<file path="src/rtl/mem_burst_master_if.sv">
// Host request/data channel plus memory strobe channel of the burst master.
// The master modport is the controller side; slave is the host plus memory side.
interface mem_burst_master_if #(
  parameter int AW = 4,
  parameter int DW = 8
);
  logic          req_valid;
  logic          req_ready;
  logic          req_write;
  logic [AW-1:0] req_addr;
  logic [AW-1:0] req_len;
  logic          wdata_valid;
  logic          wdata_ready;
  logic [DW-1:0] wdata;
  logic          rdata_valid;
  logic [DW-1:0] rdata;
  logic          done;
  logic          err;
  logic          mem_wr;
  logic          mem_rd;
  logic [AW-1:0] mem_addr;
  logic [DW-1:0] mem_wdata;
  logic [DW-1:0] mem_rdata;

  modport master (
    input  req_valid, req_write, req_addr, req_len, wdata_valid, wdata, mem_rdata,
    output req_ready, wdata_ready, rdata_valid, rdata, done, err,
           mem_wr, mem_rd, mem_addr, mem_wdata
  );

  modport slave (
    output req_valid, req_write, req_addr, req_len, wdata_valid, wdata, mem_rdata,
    input  req_ready, wdata_ready, rdata_valid, rdata, done, err,
           mem_wr, mem_rd, mem_addr, mem_wdata
  );
endinterface

</file>
<file path="src/rtl/mem_burst_master.sv">
// Burst initiator for the single-port register-file memory: one strobe per
// cycle with address wrap at DEPTH-1, read data passed through from the memory.
module mem_burst_master #(
  parameter int DEPTH = 11,
  parameter int AW    = 4,
  parameter int DW    = 8
) (
  input  logic               Clk,
  input  logic               rst,
  mem_burst_master_if.master bus
);
  typedef enum logic [2:0] {IDLE, WRITE, READ, DRAIN, DONE} state_t;

  localparam logic [AW-1:0] LAST_ADDR = AW'(DEPTH - 1);

  state_t        r_state;
  logic [AW-1:0] r_cur_addr;
  logic [AW-1:0] r_remaining;
  logic          r_rdata_valid;
  logic          r_done;
  logic          r_err;

  logic [AW-1:0] w_next_addr;
  logic          w_req_bad;
  logic          w_mem_wr;
  logic          w_mem_rd;
  logic [DW-1:0] w_rdata;

  assign w_next_addr = (r_cur_addr == LAST_ADDR) ? '0 : r_cur_addr + 1'b1;
  assign w_req_bad   = (bus.req_addr > LAST_ADDR) || (bus.req_len > LAST_ADDR);
  assign w_mem_wr    = (r_state == WRITE) && bus.wdata_valid;
  assign w_mem_rd    = (r_state == READ);
  assign w_rdata     = bus.mem_rdata;

  // req_ready is gated by rst so nothing is offered while reset is held
  assign bus.req_ready   = !rst && (r_state == IDLE);
  assign bus.wdata_ready = (r_state == WRITE);
  assign bus.mem_wr      = w_mem_wr;
  assign bus.mem_rd      = w_mem_rd;
  assign bus.mem_addr    = r_cur_addr;
  assign bus.mem_wdata   = bus.wdata;
  assign bus.rdata       = w_rdata;
  assign bus.rdata_valid = r_rdata_valid;
  assign bus.done        = r_done;
  assign bus.err         = r_err;

  always_ff @(posedge Clk or posedge rst) begin
    if (rst) begin
      r_state       <= IDLE;
      r_cur_addr    <= '0;
      r_remaining   <= '0;
      r_rdata_valid <= 1'b0;
      r_done        <= 1'b0;
      r_err         <= 1'b0;
    end else begin
      r_rdata_valid <= w_mem_rd;
      r_done        <= 1'b0;
      r_err         <= 1'b0;
      unique case (r_state)
        IDLE: begin
          if (bus.req_valid) begin
            if (w_req_bad) begin
              r_err <= 1'b1;
            end else begin
              r_cur_addr  <= bus.req_addr;
              r_remaining <= bus.req_len;
              r_state     <= bus.req_write ? WRITE : READ;
            end
          end
        end
        WRITE: begin
          if (bus.wdata_valid) begin
            r_cur_addr <= w_next_addr;
            if (r_remaining == '0) begin
              r_state <= DONE;
              r_done  <= 1'b1;
            end else begin
              r_remaining <= r_remaining - 1'b1;
            end
          end
        end
        READ: begin
          r_cur_addr <= w_next_addr;
          if (r_remaining == '0) r_state <= DRAIN;
          else                   r_remaining <= r_remaining - 1'b1;
        end
        DRAIN: begin
          r_state <= DONE;
          r_done  <= 1'b1;
        end
        DONE: begin
          r_state <= IDLE;
        end
        default: begin
          r_state <= IDLE;
        end
      endcase
    end
  end
endmodule

</file>
<file path="src/flat_wrapper.sv">
// flat-port wrapper written by rule: the top's interface ports become plain ports
module mem_burst_master_flat 
#(
  parameter int DEPTH = 11,
  parameter int AW    = 4,
  parameter int DW    = 8
)
  (Clk, rst, bus_req_valid, bus_req_write, bus_req_addr, bus_req_len, bus_wdata_valid, bus_wdata, bus_mem_rdata, bus_req_ready, bus_wdata_ready, bus_rdata_valid, bus_rdata, bus_done, bus_err, bus_mem_wr, bus_mem_rd, bus_mem_addr, bus_mem_wdata);
  mem_burst_master_if #(.AW(AW), .DW(DW)) bus_i ();
  input  logic Clk;
  input  logic rst;
  input wire logic [$bits(bus_i.req_valid)-1:0] bus_req_valid;
  input wire logic [$bits(bus_i.req_write)-1:0] bus_req_write;
  input wire logic [$bits(bus_i.req_addr)-1:0] bus_req_addr;
  input wire logic [$bits(bus_i.req_len)-1:0] bus_req_len;
  input wire logic [$bits(bus_i.wdata_valid)-1:0] bus_wdata_valid;
  input wire logic [$bits(bus_i.wdata)-1:0] bus_wdata;
  input wire logic [$bits(bus_i.mem_rdata)-1:0] bus_mem_rdata;
  output wire logic [$bits(bus_i.req_ready)-1:0] bus_req_ready;
  output wire logic [$bits(bus_i.wdata_ready)-1:0] bus_wdata_ready;
  output wire logic [$bits(bus_i.rdata_valid)-1:0] bus_rdata_valid;
  output wire logic [$bits(bus_i.rdata)-1:0] bus_rdata;
  output wire logic [$bits(bus_i.done)-1:0] bus_done;
  output wire logic [$bits(bus_i.err)-1:0] bus_err;
  output wire logic [$bits(bus_i.mem_wr)-1:0] bus_mem_wr;
  output wire logic [$bits(bus_i.mem_rd)-1:0] bus_mem_rd;
  output wire logic [$bits(bus_i.mem_addr)-1:0] bus_mem_addr;
  output wire logic [$bits(bus_i.mem_wdata)-1:0] bus_mem_wdata;
  assign bus_i.req_valid = bus_req_valid;
  assign bus_i.req_write = bus_req_write;
  assign bus_i.req_addr = bus_req_addr;
  assign bus_i.req_len = bus_req_len;
  assign bus_i.wdata_valid = bus_wdata_valid;
  assign bus_i.wdata = bus_wdata;
  assign bus_i.mem_rdata = bus_mem_rdata;
  assign bus_req_ready = bus_i.req_ready;
  assign bus_wdata_ready = bus_i.wdata_ready;
  assign bus_rdata_valid = bus_i.rdata_valid;
  assign bus_rdata = bus_i.rdata;
  assign bus_done = bus_i.done;
  assign bus_err = bus_i.err;
  assign bus_mem_wr = bus_i.mem_wr;
  assign bus_mem_rd = bus_i.mem_rd;
  assign bus_mem_addr = bus_i.mem_addr;
  assign bus_mem_wdata = bus_i.mem_wdata;
  mem_burst_master #(.DEPTH(DEPTH), .AW(AW), .DW(DW)) u_core (.Clk(Clk), .rst(rst), .bus(bus_i));
endmodule
</file>
<file path="config.mk">
export PLATFORM = sky130hd
export DESIGN_NAME = mem_burst_master_flat
export DESIGN_NICKNAME = d
export VERILOG_FILES = /design/src/rtl/mem_burst_master_if.sv /design/src/rtl/mem_burst_master.sv /design/src/flat_wrapper.sv
export SDC_FILE = /design/constraint.sdc
export NUM_CORES = 1
export LEC_CHECK = 0
export CAP_MARGIN = 10
export CORE_ASPECT_RATIO = 0.9
export CORE_UTILIZATION = 42
export CTS_CLUSTER_DIAMETER = 80
export DETAILED_ROUTE_END_ITERATION = 7
export HOLD_SLACK_MARGIN = 0.1
export PLACE_DENSITY = 0.85
export SLEW_MARGIN = 25
export SYNTH_ARGS = -nofsm -noshare
export SYNTH_HDL_FRONTEND = slang
export SYNTH_SLANG_ARGS = --single-unit
</file>
<file path="constraint.sdc">
create_clock -name Clk -period 3 [get_ports Clk]
set_input_delay 0.6 -clock Clk [delete_from_list [all_inputs] [get_ports Clk]]
set_output_delay 0.6 -clock Clk [all_outputs]
set_load 0.05 [all_outputs]
</file>
==> results.yml, run 1 <==
floorplan:
  row_count: 16
  coreArea_mm2: 0.00226
  die_y_um: 49.5
  start_util_pct: 46.6
  dieArea_mm2: 0.00271
  die_w_um: 54.8
  num_io_pins: 56
synth:
  syn_area_mm2: 0.00105
  synth-async-reset-ratio_pct: 100
  synthTopCellsByCount: "buf_4, dfrtp_1, inv_1"
  synth_most_common_cell: "buf_4"
  synthTopCellsByArea: "dfrtp_1, buf_4, a221oi_1"
  yosys_warnings: 0
  syn_inst: 111
  ys_types: 41
  synth_top_area_cell: "dfrtp_1"
  synthFlopType: "dfrtp_1"
  synth_nets: 141
  yosysTopAreaCellShare_pct: 33.3
  synth.avg_cell_area_um2: 9.49
  yosysSeqAreaShare_pct: 33.3
  synth.ff_latch_count: 14
  synth_edf_count: 0
worst_setup_path:
  cp_slowest_cell: "clkdlybuf4s50_1"
  cp-startpoint: "u_core.r_state[2]"
  crit_chain: "nand2b_1 > nor2_1 > clkdlybuf4s50_1"
  crit_path_end_kind: "output pin"
  slowest_delay_ns: 0.82
  worstPathRequired_ns: 2.40
  path_max_fanout: 17
  crit_path_start_kind: "register"
  path_delay_family: "buffers and inverters"
  critical_path_arrival_ns: 2.09
  reg2reg_from: "u_core.r_remaining[0]"
  path_buf_inv: 1
  path_class: "register to output pin"
route:
  drt-total-wl_mm: 2.26
  route.detailed.drc: 0
  vias: 871
  first_pass_iters: 4
  viasPerCell: 6.05
  ant_nets: 0
  drt_iter0_drc: 22
  wire_per_inst_um: 15.7
timing:
  rsz0062_at_grt: "no"
  skew_ns: 0.00524
  finalCritPeriodShare_pct: 89.7
  slew-limit-headroom_pct: 58.6
  timing.final.ws_setup_ns: 0.309
  tns_ns: 0
  worst_slew_pin_slew_ns: 0.619
  fmax_mhz: 372
  setup_viol: 0
  slew_viol_final: 0
  finalHoldViolCount: 0
  fin_crit_ns: 2.69
layout:
  drive_above_1_share_pct: 8.55
  area_growth_pct: 14.1
  fill_cells: 211
  n_antenna_cell: 0
  final_cell_area_mm2: 0.00120
  postLayoutCoreUtil_pct: 53.2
  multi_input_area_um2: 523
  register_area_um2: 350
  final_nets: 148
pwr:
  totalPowerFinal_mw: 1.67
  power.static_leakage_nw: 0.500
  irDropWorstVdd_v: 0.000727
  powerDensity_mw_per_mm2: 1380
placement:
  io_buffers: 23
  globalplace.congestion: 0.827
  placed_area_mm2: 0.00117
  dp_hpwl_mm: 1.65
  place_ws_ns: 0.644
grt:
  grt_max_degree: 18
  first_global_vias: 828
  grt_pass1_wl_mm: 3.62
  antenna_found_initial: 0
  grt_overflow: 0
  gr-usage-all-layers_pct: 17.9
clock_tree:
  cts-buffers-inserted: 3
  cts_root_buffer: "clkbuf_4"
  post_cts_resized: 0
  cts_tree: "done"
  cts_sinks: 14
  ctsHoldBuffers: 0
  htreeDepth: 1
  path_clk_slew_ns: 0.09
  post-cts-setup-buffers: 0
  clockBufferDepth: 2
  insertion_delay_ns: 0.29
run_status:
  status: "finished clean"
worst_hold_path:
  worstHoldStart: "u_core.r_remaining[1]"
  min_path_type: "register to register"
run:
  cap_violations: 0
-- worst reg2reg max path, stage by stage (launching register included) --
cell and delay (ns):
dfrtp_1 0.39, inv_1 0.08, ha_1 0.19, nor3b_1 0.54, o31a_1 0.24, o22ai_1 0.08, mux2_1 0.32
-- placed cells by master, fill, tap and decap left out, types with 3 or more instances in the layout --
cell,n
mux2_1,3
dfrtp_1,14
clkdlybuf4s50_1,21
a221oi_1,4
o2bb2ai_1,3
inv_1,9
a21oi_1,3
nor2_1,5
nand2b_1,3
or3_1,4
nor3_1,4
clkbuf_4,3
-- final timing paths --
kind / cells after the start / to / slack (ns)
setup reg to reg: 6 / u_core.r_state[0] / 1.04
min in group asynchronous: 2 / u_core.r_state[1] / 0.68
max in group asynchronous: 2 / u_core.bus.mem_addr[0] / 1.95
setup / recovery: 3 / bus_wdata_ready / 0.31
hold / removal: 1 / u_core.r_remaining[1] / 0.52
hold reg to reg: 1 / u_core.r_remaining[1] / 0.52
-- flip-flops by register name (all words and copies together), names as in the netlist --
signal / count
u_core.bus.mem_addr: 4
u_core.r_remaining: 4
u_core.r_state: 3
u_core.bus.done: 1
u_core.bus.err: 1
u_core.bus.rdata_valid: 1
-- per-layer routing --
layer / track usage (%) / wire [um] / part of all wire, %
met3: 2.78 / 155 / 6.8
met2: 29.3 / 1110 / 49
met4: 7.69 / 60 / 2.7
met5: 0 / 0 / 0
met1: 22.5 / 938 / 41
-- layout make-up --
type	count	area share, %
multi-input combinational	67	43.5
sequential	14	29.1
timing repair buffer	23	18.7
clock buffer	4	3.02
inverter	9	2.81
tap	27	2.81
-- cells by family (layout without fill, tap and decap cells) --
group / after synthesis / count (layout) / synth area share [%]
mux: 5 / 5 / 5.11
fa+ha+maj: 1 / 1 / 1.19
buf+inv: 30 / 36 / 17.1
simple gates: 22 / 22 / 11.0
xor+xnor: 3 / 3 / 3.21
flops: 14 / 14 / 33.3
compound gates: 36 / 36 / 29.1
-- per-stage QoR --
stage | instances | hold WS [ns]
2_1_floorplan | 111 | 0.471
3_3_place_gp | 140 | 0.497
3_5_place_dp | 140 | 0.502
4_1_cts | 144 | 0.521
5_1_grt | 144 | 0.536
6_report | 144 | 0.523
-- power by group --
group          switching (mW)  internal (mW)
logic                   0.648          0.461
registers               0.135          0.280
clock network          0.0660         0.0740
total                   0.850          0.816
No activity file was read; power rests on OpenSTA's default activity.
==> run 2, diff against run 1 <==
- MAX_ROUTING_LAYER: unset -> met4
==> run 2 against run 1 <==
Critical path type unchanged. Count of clock-buffer cells in the layout did not move. Fmax rose by 0.64%. Die area did not move. Combinational power barely moved. Via count fell by 1.3%. Largest cell class unchanged. Power fell by 0.24%. Sequential share of layout area did not move. First-iteration DRC count fell by 45%. Clock power barely moved.
==> results.yml, run 2 (synthesized netlist as in run 1, its figures left out) <==
run_status:
  status: "finished clean"
route:
  wl_met3_um: 125
  wl_met1_um: 963
  wire_per_inst_um: 15.5
  drt_iter0_drc: 12
  viasPerCell: 5.97
  first_pass_iters: 4
  ant_nets: 0
  met2_length_mm: 1.09
  maxUsedRoutingLayer: "met4"
  vias: 860
  route.detailed.drc: 0
  drt-total-wl_mm: 2.24
placement:
  place_ws_ns: 0.644
  dp_hpwl_mm: 1.65
  globalplace.congestion: 0.840
  io_buffers: 23
  placed_area_mm2: 0.00117
layout:
  n_antenna_cell: 0
  final_nets: 148
  drive_above_1_share_pct: 8.55
  final_cell_mix: "clkdlybuf4s50_1, dfrtp_1, inv_1"
  fill_cells: 211
  final_cell_area_mm2: 0.00120
  register_area_um2: 350
  multi_input_area_um2: 523
  area_growth_pct: 14.1
  layout_commonest_cell: "clkdlybuf4s50_1"
timing:
  slew_viol_final: 0
  fmax_mhz: 374
  skew_ns: 0.00599
  slew-limit-headroom_pct: 58.6
  worst_slew_pin_slew_ns: 0.619
  finalHoldViolCount: 0
  setup_viol: 0
  finalCritPeriodShare_pct: 89.1
  fin_crit_ns: 2.67
  tns_ns: 0
  rsz0062_at_grt: "no"
  timing.final.ws_setup_ns: 0.326
  hold_ws_ns: 0.523
clock_tree:
  cts_sinks: 14
  post_cts_resized: 0
  post-cts-setup-buffers: 0
  path_clk_slew_ns: 0.09
  cts_tree: "done"
  cts-buffers-inserted: 3
  clockBufferDepth: 2
  cts_root_buffer: "clkbuf_4"
  htreeDepth: 1
  insertion_delay_ns: 0.28
  ctsHoldBuffers: 0
worst_hold_path:
  worstHoldStart: "u_core.r_remaining[1]"
  min_to: "u_core.r_remaining[1]"
  hold_depth: 1
  min_path_type: "register to register"
floorplan:
  num_io_pins: 56
  row_count: 16
  dieArea_mm2: 0.00271
  start_util_pct: 46.6
  die_y_um: 49.5
  die_w_um: 54.8
  coreArea_mm2: 0.00226
worst_setup_path:
  path_class: "register to output pin"
  slowest_delay_ns: 0.82
  reg2reg_setup_slack_ns: 1.04
  r2r_cells: 6
  crit_chain: "nand2b_1 > nor2_1 > clkdlybuf4s50_1"
  critical_path_arrival_ns: 2.07
  crit_path_start_kind: "register"
  worstPathRequired_ns: 2.40
  cp_slowest_cell: "clkdlybuf4s50_1"
  path_max_fanout: 17
  reg2reg_from: "u_core.r_remaining[0]"
  crit_path_end_kind: "output pin"
  rr_endpoint: "u_core.r_state[0]"
pwr:
  irDropWorstVdd_v: 0.000728
  powerDensity_mw_per_mm2: 1380
  power.static_leakage_nw: 0.500
  totalPowerFinal_mw: 1.66
grt:
  gr-usage-all-layers_pct: 18.4
  grt_max_degree: 18
  grt_pass1_wl_mm: 3.62
  first_global_vias: 831
  grt_overflow: 0
  antenna_found_initial: 0
run:
  cap_violations: 0
-- run 2: cell counts in the layout (fill, tap and decap cells not counted) --
Identical to the previous run, type by type.
-- run 2: area by class of cell --
class                   instances  share of cell area (%)
inverters                       9                    2.81
clock buffers                   4                    3.02
well taps                      27                    2.81
repair buffers                 23                    18.7
multi-input cells              67                    43.5
flip-flops and latches         14                    29.1
-- run 2: per-layer routing --
metal	GRT usage (%)	up-vias
met5	-	-
met4	7.69	0
met3	2.78	18
met2	29.3	23
met1	22.5	408
li1	-	411
-- run 2: power breakdown --
| part | switching [mW] | total (mW) | internal (mW) |
|---|---|---|---|
| combinational | 0.648 | 1.11 | 0.461 |
| sequential | 0.135 | 0.415 | 0.280 |
| clock | 0.0632 | 0.137 | 0.0738 |
-- run 2: worst max-delay path by stage --
stage               slack (ns)              start              end
floorplan                 0.46  u_core.r_state[0]       bus_mem_wr
global placement          0.67  u_core.r_state[2]  bus_wdata_ready
detailed placement        0.64  u_core.r_state[2]  bus_wdata_ready
CTS                       0.31  u_core.r_state[2]  bus_wdata_ready
global route              0.20  u_core.r_state[0]  bus_wdata_ready
finish                    0.33  u_core.r_state[2]  bus_wdata_ready
-- run 2: per-stage QoR --
step | utilization [%] | cells
finish | 53.2 | 144
global route | 53.2 | 144
CTS | 53.2 | 144
detailed placement | 51.5 | 140
global placement | 51.5 | 140
floorplan | - | 111
-- run 2: worst max-delay path, delay by kind of cell, from the launching register on --
| kind | cells | cell delay (ns) |
|---|---|---|
| buf+inv | 1 | 0.82 |
| flops | 1 | 0.55 |
| simple gates | 2 | 0.43 |
==> run 3, diff against run 2 <==
- SLEW_MARGIN: 25 -> 10
==> results of run 3 <==
No change in the layout: final DEF, timing and power equal those of run 2.
